## src/rtl/pipe_pkg.sv

```systemverilog
`default_nettype none
// ============================================================
// Package : pipe_pkg
// Shared pipeline constants: widths, bubble control, ctrl fields.
// Rev     : 1.0
// ============================================================
package pipe_pkg;

  localparam int C_DEFAULT_DATA_W = 64;
  localparam int C_DEFAULT_CTRL_W = 8;
  localparam int C_DEFAULT_CNT_W  = 16;

  localparam logic [C_DEFAULT_CTRL_W-1:0] C_NOP_CTRL = 8'h00;

  // Control-field bit positions
  localparam int C_CTRL_ALUSRC   = 0;
  localparam int C_CTRL_LOWER    = 1;
  localparam int C_CTRL_HIGHER   = 2;
  localparam int C_CTRL_WREG_LSB = 3;
  localparam int C_CTRL_WREG_MSB = 6;
  localparam int C_CTRL_RESERVED = 7;

endpackage : pipe_pkg
`default_nettype wire

```

## src/rtl/pipe_stage_latch_if.sv

```systemverilog
`default_nettype none
// ============================================================
// Interface : pipe_stage_latch_if
// Handshake, payload and statistics bundle of one pipeline stage.
// Rev       : 1.0
// ============================================================
interface pipe_stage_latch_if
  import pipe_pkg::*;
#(
  parameter int DATA_W = C_DEFAULT_DATA_W,
  parameter int CTRL_W = C_DEFAULT_CTRL_W,
  parameter int CNT_W  = C_DEFAULT_CNT_W
);

  logic              stall;
  logic              flush;
  logic              valid_in;
  logic [CTRL_W-1:0] ctrl_in;
  logic [DATA_W-1:0] data_in;
  logic              valid_out;
  logic [CTRL_W-1:0] ctrl_out;
  logic [DATA_W-1:0] data_out;
  logic [CNT_W-1:0]  stall_cnt;
  logic [CNT_W-1:0]  squash_cnt;

  // Upstream / hazard-control side
  modport master (
    output stall, flush, valid_in, ctrl_in, data_in,
    input  valid_out, ctrl_out, data_out, stall_cnt, squash_cnt
  );

  // The stage register itself
  modport slave (
    input  stall, flush, valid_in, ctrl_in, data_in,
    output valid_out, ctrl_out, data_out, stall_cnt, squash_cnt
  );

endinterface : pipe_stage_latch_if
`default_nettype wire

```

## src/rtl/sat_counter.sv

```systemverilog
`default_nettype none
// ============================================================
// Module : sat_counter
// Up-counter that sticks at all-ones instead of wrapping.
// Rev    : 1.0
// ============================================================
module sat_counter #(
  parameter int W = 16
) (
  input  wire logic         clk,
  input  wire logic         rst,
  input  wire logic         inc,
  output logic      [W-1:0] count
);

  logic [W-1:0] count_q;
  logic [W-1:0] count_d;

  always_comb begin
    count_d = count_q;
    if (inc && (count_q != {W{1'b1}})) begin
      count_d = count_q + W'(1);
    end
  end

  always_ff @(posedge clk) begin
    if (rst) begin
      count_q <= '0;
    end else begin
      count_q <= count_d;
    end
  end

  assign count = count_q;

endmodule : sat_counter
`default_nettype wire

```

## src/rtl/pipe_stage_latch.sv

```systemverilog
`default_nettype none
// ============================================================
// Module : pipe_stage_latch
// Inter-stage pipeline register (ID/EX, EX/MEM, MEM/WB) with stall/flush.
// Rev    : 1.0
// ============================================================
module pipe_stage_latch
  import pipe_pkg::*;
#(
  parameter int                DATA_W   = C_DEFAULT_DATA_W,
  parameter int                CTRL_W   = C_DEFAULT_CTRL_W,
  parameter logic [CTRL_W-1:0] NOP_CTRL = CTRL_W'(C_NOP_CTRL),
  parameter int                CNT_W    = C_DEFAULT_CNT_W
) (
  input  wire logic          clk,
  input  wire logic          rst,
  pipe_stage_latch_if.slave  bus
);

  logic              valid_q, valid_d;
  logic [CTRL_W-1:0] ctrl_q,  ctrl_d;
  logic [DATA_W-1:0] data_q,  data_d;
  logic              stall_inc;
  logic              squash_inc;

  // Flush beats stall beats load; reset is applied in the register below.
  always_comb begin
    valid_d = valid_q;
    ctrl_d  = ctrl_q;
    data_d  = data_q;
    if (bus.flush) begin
      valid_d = 1'b0;
      ctrl_d  = NOP_CTRL;
      data_d  = '0;
    end else if (!bus.stall) begin
      valid_d = bus.valid_in;
      data_d  = bus.data_in;
      ctrl_d  = bus.valid_in ? bus.ctrl_in : NOP_CTRL;
    end
  end

  always_ff @(posedge clk) begin
    if (rst) begin
      valid_q <= 1'b0;
      ctrl_q  <= NOP_CTRL;
      data_q  <= '0;
    end else begin
      valid_q <= valid_d;
      ctrl_q  <= ctrl_d;
      data_q  <= data_d;
    end
  end

  // A squash only counts when a real instruction is thrown away.
  assign stall_inc  = bus.stall && !bus.flush;
  assign squash_inc = bus.flush && valid_q;

  sat_counter #(.W(CNT_W)) u_stall_cnt (
    .clk   (clk),
    .rst   (rst),
    .inc   (stall_inc),
    .count (bus.stall_cnt)
  );

  sat_counter #(.W(CNT_W)) u_squash_cnt (
    .clk   (clk),
    .rst   (rst),
    .inc   (squash_inc),
    .count (bus.squash_cnt)
  );

  assign bus.valid_out = valid_q;
  assign bus.ctrl_out  = ctrl_q;
  assign bus.data_out  = data_q;

endmodule : pipe_stage_latch
`default_nettype wire
```

## src/flat_wrapper.sv

```systemverilog
// flat-port wrapper written by rule: the top's interface ports become plain ports
module pipe_stage_latch_flat import pipe_pkg::*;
#(
  parameter int                DATA_W   = C_DEFAULT_DATA_W,
  parameter int                CTRL_W   = C_DEFAULT_CTRL_W,
  parameter logic [CTRL_W-1:0] NOP_CTRL = CTRL_W'(C_NOP_CTRL),
  parameter int                CNT_W    = C_DEFAULT_CNT_W
)
  (clk, rst, bus_stall, bus_flush, bus_valid_in, bus_ctrl_in, bus_data_in, bus_valid_out, bus_ctrl_out, bus_data_out, bus_stall_cnt, bus_squash_cnt);
  pipe_stage_latch_if #(.DATA_W(DATA_W), .CTRL_W(CTRL_W), .CNT_W(CNT_W)) bus_i ();
  input  wire logic clk;
  input  wire logic rst;
  input wire logic [$bits(bus_i.stall)-1:0] bus_stall;
  input wire logic [$bits(bus_i.flush)-1:0] bus_flush;
  input wire logic [$bits(bus_i.valid_in)-1:0] bus_valid_in;
  input wire logic [$bits(bus_i.ctrl_in)-1:0] bus_ctrl_in;
  input wire logic [$bits(bus_i.data_in)-1:0] bus_data_in;
  output wire logic [$bits(bus_i.valid_out)-1:0] bus_valid_out;
  output wire logic [$bits(bus_i.ctrl_out)-1:0] bus_ctrl_out;
  output wire logic [$bits(bus_i.data_out)-1:0] bus_data_out;
  output wire logic [$bits(bus_i.stall_cnt)-1:0] bus_stall_cnt;
  output wire logic [$bits(bus_i.squash_cnt)-1:0] bus_squash_cnt;
  assign bus_i.stall = bus_stall;
  assign bus_i.flush = bus_flush;
  assign bus_i.valid_in = bus_valid_in;
  assign bus_i.ctrl_in = bus_ctrl_in;
  assign bus_i.data_in = bus_data_in;
  assign bus_valid_out = bus_i.valid_out;
  assign bus_ctrl_out = bus_i.ctrl_out;
  assign bus_data_out = bus_i.data_out;
  assign bus_stall_cnt = bus_i.stall_cnt;
  assign bus_squash_cnt = bus_i.squash_cnt;
  pipe_stage_latch #(.DATA_W(DATA_W), .CTRL_W(CTRL_W), .NOP_CTRL(NOP_CTRL), .CNT_W(CNT_W)) u_core (.clk(clk), .rst(rst), .bus(bus_i));
endmodule
```

## config.mk

```make
export PLATFORM = sky130hd
export DESIGN_NAME = pipe_stage_latch_flat
export DESIGN_NICKNAME = d
export VERILOG_FILES = /design/src/rtl/pipe_pkg.sv /design/src/rtl/pipe_stage_latch_if.sv /design/src/rtl/sat_counter.sv /design/src/rtl/pipe_stage_latch.sv /design/src/flat_wrapper.sv
export SDC_FILE = /design/constraint.sdc
export NUM_CORES = 1
export LEC_CHECK = 0
export ABC_AREA = 1
export ABC_CLOCK_PERIOD_IN_PS = 1700
export CAP_MARGIN = 0
export CORE_ASPECT_RATIO = 1.4
export CORE_MARGIN = 2
export CORE_UTILIZATION = 40
export DETAILED_ROUTE_END_ITERATION = 16
export GPL_ROUTABILITY_DRIVEN = 0
export PLACE_DENSITY = 0.72
export SETUP_SLACK_MARGIN = 0.4
export SLEW_MARGIN = 20
export SYNTH_ARGS = -nofsm -noshare
export SYNTH_HDL_FRONTEND = slang
export SYNTH_SLANG_ARGS = --single-unit
export TNS_END_PERCENT = 100
```

## constraint.sdc

```tcl
create_clock -name clk -period 1.7 [get_ports clk]
set_input_delay 0.255 -clock clk [delete_from_list [all_inputs] [get_ports clk]]
set_output_delay 0.255 -clock clk [all_outputs]
set_load 0.005 [all_outputs]
```

## Yosys cells after proc, flatten, opt, wreduce, memory -nomap -nowiden

Cells that the tools add are included.

| storage, ports and cells | value |
|---|---|
| logic and storage cells | 16 |
| register bits after elaboration | 105 |

| operators by class | value |
|---|---|
| equal/unequal tests | 2 |
| add/subtract/negate cells | 2 |
| mux-type cells | 1 |
| reductions and logical operators | 6 |

Operator list:

| cell | count |
|---|---|
| $add A16 B1 Y16 const B | 2 |
| $ne A16 B16 Y1 const B | 2 |
| $mux W8 | 1 |
| $logic_and A1 B1 Y1 | 4 |
| $reduce_or A2 Y1 | 1 |
| $logic_not A1 Y1 | 1 |

## Longest topological paths before layout

| logic depth | value |
|---|---|
| depth in word-level cells | 3 |
| depth in mapped cells | 10 |
| gate-level depth less buffers | 10 |

## Hierarchy

A second synthesis with hierarchy kept.

| second synthesis, totals | value |
|---|---|
| cell total of the unflattened synthesis | 620 |
| area, all modules | 4727.0 um^2 |

By module, submodules not included:

| module | times used | area an instance (um^2) | cells an instance | seq. area each (um^2) |
|---|---|---|---|---|
| pipe_stage_latch | 1 | 2867.8 | 322 | 1461.4 |
| sat_counter | 2 | 929.6 | 149 | 320.3 |

## Worst setup path after synthesis

No wires, ideal clock.

| timing path | value |
|---|---|
| kind | reg-to-reg |
| start | reg u_core.u_squash_cnt.count_q[0] (netlist: u_core.u_squash_cnt.count[0]) |
| end | reg u_core.u_squash_cnt.count_q[13] (netlist: u_core.u_squash_cnt.count[13]) |
| period minus slack after synthesis | 1448 ps |
| stages on the path, launching flop included | 8 |
| library setup time | 115 ps |
| arrival | 1333 ps |
| path buffers | 1 |
| path slack | 252 ps |
| cells stage by stage | dfxtp_1 -> ha_1 -> nand2_2 -> nor2_4 -> nand4_2 -> buf_6 -> a21oi_1 -> nor2_1 |

| between the ends | value |
|---|---|
| longest elaborated chain between the ends | 2 |

Ends and longest elaborated chain:

| item | RTL line | text |
|---|---|---|
| start: declaration | sat_counter.sv:16 | `logic [W-1:0] count_q;` |
| start signal: assignment | sat_counter.sv:30 | `count_q <= count_d;` |
| parallel branches: the longest is 2 deep, another holds $add A16 B1 Y16 | n/a |  |

Several ways; the timed one is not identified.
A chain may end at the register's enable or synchronous reset.

## Worst setup path in the final report

| timing path | value |
|---|---|
| start | reg u_core.u_squash_cnt.count_q[1] (netlist: u_core.u_squash_cnt.count[1]) |
| end | reg u_core.u_squash_cnt.count_q[14] (netlist: u_core.u_squash_cnt.count[14]) |

Same word-level chain as after synthesis.

==> results.md <==
* Post-route setup slack at 201 ps
* Final setup fails at 0
* Initial core utilization at 0.412
* Startpoint types: flip-flop
* Worst path required time at 1930 ps
* Synth unique cells at 29
* Setup WS pre-CTS at 16.0 ps
* Initial antenna violation count at 0
* Layout cells sized above 1 at 0.225
* WHS at 258 ps
* RSZ-0062 raised after global routing: yes
* Avg Cell Area, Syn at 7.19 µm²
* Peak VDD IR at 0.567 mV
* PortBufs at 181
* Clk sinks at 105
* Sequential area share after synthesis at 0.491
* Gr ovfl total at 0
* Area grow syn2layout at 67.5%
* H-tree levels at 3
* Largest net degree at the start of global routing at 74
* EDFF count, synth at 0
* Crit. End Element: flip-flop
* Most used DFF post-synth: dfxtp_1
* Vias in the first global route at 4,682
* Leakage Power at 3.26 nW
* Mapped Nets at 675
* HPWL after DPL at 8920 µm
* Clk buf depth at 2
* Drt total wl at 13,700 µm
* Rel. slew slack at 0.491
* # fillers at 846
* Worst slew pin tran at 764 ps
* Post-route ant nets at 0
* Max-Cap Viols at 0
* Die ar. at 11,600 µm²
* Core box area at 10,400 µm²
* Yosys warnings at 0
* Number of synthesized register bits at 105
* Cell area after synthesis at 4280 µm²
* Num rows at 44
* Wire per inst at 14.3 µm
* Period utilization at 0.882
* TritonCTS clock tree: yes
* Crit path time final at 1500 ps
* Worst Path Class, Setup: reg2reg
* Fmax at 667 MHz
* First-pass GRT wire length at 21,800 µm
* Final #Nets at 894
* CTS root buf: clkbuf_16
* Pre-antenna DRT Iters at 4
* Total number of vias at 4,678
* Routed vias/inst at 4.89
* Setup TNS at 0 ps
* Overall routing resource usage at 0.233
* Worst Hold Class: in2reg
* Worst-path clk slew at 60 ps
* Final hold viol count at 0
* Ant. Diodes at 0
* CTS buffer count at 9
* Pins Over Slew Limit at 0
* Initial DRC count at 176
* IO Count at 182
* Clock skew at 4.50 ps
* Outcome: completed
* Die Span X at 91.5 µm
* CP Max Fanout at 6
* Asr flop ratio synth at 0
* Insertion delay to the later sink of the worst-skew pair at 340 ps
* Worst Path Arrival at 1730 ps
* # DRC at 0
* Mapped Cells at 596
* Pwr dens at 744 nW/µm²
* Chip height at 126 µm
## cell type report
type                    count  area [µm²]  area share
flip-flops and latches    105        2190       0.305
clock inverters             2        60.1     0.00837
multi-input cells         436        2220       0.310
repair buffers            233        2150       0.300
well taps                 138         173      0.0241
inverters                  30         113      0.0157
clock buffers              12         268      0.0373
## synthesized netlist by cell type (2+ instances only)
cell type,count,area [µm²]
nor3_1,3,15.0
nand2_2,5,31.3
buf_1,4,15.0
nand3b_1,2,15.0
inv_1,28,105
nor2_1,58,218
buf_2,10,50.1
nand4_1,6,37.5
a21oi_1,90,450
and2_1,2,12.5
nand3_1,24,120
xor2_1,2,17.5
clkbuf_1,10,37.5
nand2_1,216,811
o21ai_0,4,20.0
nor2_4,4,45.0
nand3_2,2,20.0
nor2_2,6,37.5
o21ai_1,4,20.0
inv_2,2,7.51
dfxtp_1,105,2100
ha_1,2,25.0
## path summary, 6_finish.rpt
kind	from	to	depth (start not counted)	slack (ps)
max reg2reg	u_core.u_squash_cnt.count[1]$_SDFFE_PP0P_	u_core.u_squash_cnt.count[14]$_SDFFE_PP0P_	7	200
min reg2reg	u_core.bus.ctrl_out[7]$_SDFFE_PP0N_	u_core.bus.ctrl_out[7]$_SDFFE_PP0N_	2	460
min	bus_stall	u_core.bus.valid_out$_SDFFE_PP0N_	4	260
max	u_core.u_squash_cnt.count[1]$_SDFFE_PP0P_	u_core.u_squash_cnt.count[14]$_SDFFE_PP0P_	7	200
## cells by family (layout without fill, tap and decap cells)
| family | Yosys count | count (layout) | synth area share |
|---|---|---|---|
| compound gates | 99 | 99 | 0.117 |
| simple gates | 332 | 332 | 0.328 |
| buf+inv | 55 | 277 | 0.0529 |
| xor+xnor | 3 | 3 | 0.00614 |
| fa+ha+maj | 2 | 2 | 0.00584 |
| flops | 105 | 105 | 0.491 |
## flip-flops by register name, summed over array words and instances (netlist names)
name / flops
u_core.u_stall_cnt.count: 16
u_core.u_squash_cnt.count: 16
u_core.bus.ctrl_out: 8
u_core.bus.valid_out: 1
u_core.bus.data_out: 64
## layer usage
layer  routed length, µm  global-route usage  up-vias
met2                6980               0.403      186
met3                 860              0.0487       40
li1                    -                   -     2336
met1                5260               0.259     2116
met5                   0                   0        -
met4                 574               0.141        0
## timing repair
item	4_1_cts	5_1_grt
endpoints found under the setup margin	137	35
hold buffers	0	0
gates resized for setup	190	42
pin swaps	17	20
setup buffers	31	3
hold endpoints to repair	0	0
## stage by stage
step	utilization	power [mW]	cell area [µm²]	instances
finish	0.690	5.34	7170	956
global route	0.690	5.55	7170	956
CTS	0.675	5.38	7030	953
detailed placement	0.613	3.15	6370	908
global placement	0.613	3.14	6370	908
floorplan	-	2.79	4350	596
## placed cells by master, fill, tap and decap left out, types with 12 or more instances in the layout
cell / n
buf_4: 38
dlygate4sd2_1: 96
dfxtp_2: 19
nor2_2: 14
dfxtp_4: 17
nand3_1: 16
nor2_1: 43
nand2_2: 12
a21oi_1: 77
clkdlybuf4s50_1: 74
inv_1: 22
a21oi_2: 13
nand2_1: 208
dfxtp_1: 69
## critical path, stage by stage (launching register included)
cell and delay [ps]:
dfxtp_4 370, ha_4 150, nand2_4 60, nor2_4 220, nand4_4 210, buf_6 170
a21oi_2 140, nor2_1 60
## power breakdown
part	switching [mW]	leakage, nW	internal, mW	total (mW)
clock	0.880	0.160	1.41	2.28
combinational	0.233	2.23	0.296	0.529
sequential	0.0311	0.875	2.49	2.53
(Power assumes the default switching activity.)
==> variant (same settings) <==
`data_q` no longer has a reset.
--- a/src/rtl/pipe_stage_latch.sv
+++ b/src/rtl/pipe_stage_latch.sv
@@ -44,10 +44,12 @@
       valid_q <= 1'b0;
       ctrl_q  <= NOP_CTRL;
-      data_q  <= '0;
     end else begin
       valid_q <= valid_d;
       ctrl_q  <= ctrl_d;
-      data_q  <= data_d;
     end
+  end
+
+  always_ff @(posedge clk) begin
+    data_q <= data_d;
   end
 
Behaviour: not the same (Yosys sat finds a counterexample within 4 cycles, from zero or initial values and one cycle with rst high).
==> variant against the unedited design <==
Synthesized cell count increased by 1.5%. Critical path depth increased by 1. Design area increased by 2.3%. Power increased by 3.9%. Sequential cell count unchanged. Synthesized area increased by 1.7%. Routed wire length increased by 4.8%. Setup slack improved by 77 ps. Critical endpoint is now u_core.u_squash_cnt.count[6].
==> variant: results (changes against the unedited design) <==
<table>
<tr><th>Metric</th><th>Value</th></tr>
<tr><th colspan="2">GRT</th></tr>
<tr><td>Wire length of the first global-routing pass</td><td>22430 µm (+2.7%)</td></tr>
<tr><td>Antenna violations before repair</td><td>1 (+1)</td></tr>
<tr><td>Pin count of the biggest net entering global routing</td><td>72 (-2.7%)</td></tr>
<tr><td>Number of global-route vias before repair</td><td>4665 (-0.36%)</td></tr>
<tr><td>GRT Util Overall</td><td>23.82% (+0.56 points)</td></tr>
<tr><th colspan="2">Worst setup path</th></tr>
<tr><td>End of the worst register-to-register path</td><td>u_core.u_squash_cnt.count[6]</td></tr>
<tr><td>Setup slack of the most critical reg-to-reg path</td><td>280 ps (+80 ps)</td></tr>
<tr><th colspan="2">Finish</th></tr>
<tr><td>Fraction of final layout cells sized beyond drive strength 1</td><td>25.03% (+2.5 points)</td></tr>
<tr><td>Final layout net count</td><td>901 (+0.78%)</td></tr>
<tr><th colspan="2">Pwr</th></tr>
<tr><td>Peak supply drop</td><td>0.0006454 V (+14%)</td></tr>
<tr><td>Cell leakage power</td><td>0.003378 µW (+3.5%)</td></tr>
<tr><th colspan="2">Synthesis</th></tr>
<tr><td>Post-synthesis sequential area ratio</td><td>48.28% (-0.80 points)</td></tr>
<tr><td>Largest cells by area after synthesis</td><td>sky130_fd_sc_hd__dfxtp_1 48%, sky130_fd_sc_hd__nor2_1 16%, sky130_fd_sc_hd__nand2_1 7.9%</td></tr>
<tr><td>Adder and majority gate portion of the synthesized area</td><td>0.5747% (-0.0096 points)</td></tr>
<tr><td>Xor and xnor area share after synthesis</td><td>0.2011% (-0.41 points)</td></tr>
<tr><td>Net count after synthesis</td><td>684 (+1.3%)</td></tr>
<tr><td>Post-Syn Instances</td><td>605 (+1.5%)</td></tr>
<tr><th colspan="2">Timing</th></tr>
<tr><td>Worst slew pin tran</td><td>353.6 ps (-410.0 ps)</td></tr>
<tr><td>Worst Hold Slack</td><td>263.5 ps (+5.614 ps)</td></tr>
<tr><td>Worst clock skew on the final layout</td><td>9.756 ps (+5.252 ps)</td></tr>
<tr><th colspan="2">Worst hold path</th></tr>
<tr><td>Worst Hold Depth</td><td>3 (-1)</td></tr>
<tr><th colspan="2">Outcome</th></tr>
<tr><td>Result of the run</td><td>complete, no violations</td></tr>
<tr><th colspan="2">Detailed routing</th></tr>
<tr><td>Average detailed-routed wire length per instance</td><td>14.79 µm (+3.4%)</td></tr>
<tr><td>Via count</td><td>4764 (+1.8%)</td></tr>
<tr><th colspan="2">Placed design</th></tr>
<tr><td>Number of placed cells counting well taps</td><td>913 (+0.55%)</td></tr>
<tr><td>Worst setup slack before clock tree synthesis</td><td>15.88 ps (-0.1267 ps)</td></tr>
</table>
-- variant: timing repair --
item,in CTS,in global routing
gates cloned,1,0
pin swaps,29,31
buffers inserted,36,2
endpoints found under the setup margin,136,42
resized for setup,203,55
-- variant: how the worst max path moves through the flow --
stage / start / to / slack [ps] / depth (start not counted)
floorplan: u_core.u_squash_cnt.count[1] / u_core.u_squash_cnt.count[9] / 400 / 7
global placement: bus_flush / u_core.u_squash_cnt.count[14] / 80 / 8
detailed placement: bus_flush / u_core.u_squash_cnt.count[6] / 20 / 7
CTS: u_core.u_stall_cnt.count[5] / bus_stall_cnt[5] / 180 / 1
global route: u_core.u_stall_cnt.count[0] / u_core.u_stall_cnt.count[12] / 200 / 7
finish: u_core.u_squash_cnt.count[0] / u_core.u_squash_cnt.count[6] / 280 / 8
-- variant: kinds of logic (layout without fill, tap and decap cells) --
kind of cell / Yosys count / count (layout)
fa+ha+maj: 2 / 2
buf+inv: 54 / 275
xor+xnor: 1 / 1
other cells: 0 / 1
compound gates: 99 / 99
flops: 105 / 105
simple gates: 344 / 345
-- variant: routing by layer --
layer	routed length (µm)	global-route usage, %	up-vias
met5	0	0	-
met4	369	8.955	0
met3	1199	8.491	31
met2	7509	43.73	189
met1	5257	24.68	2176
li1	-	-	2368
-- variant: cell type report --
cell class | instances | area [µm²]
fill | 900 | 3412
multi-input combinational | 447 | 2416
sequential | 105 | 2191
timing repair buffer | 231 | 2117
clock buffer | 9 | 225.2
tap | 141 | 176.4
inverter | 28 | 113.9
clock inverter | 7 | 100.1
antenna | 1 | 2.502
-- variant: report_power, final --
part	internal, µW	switching (µW)
Combinational	369	298
Clock	1310	963
Sequential	2560	59.1
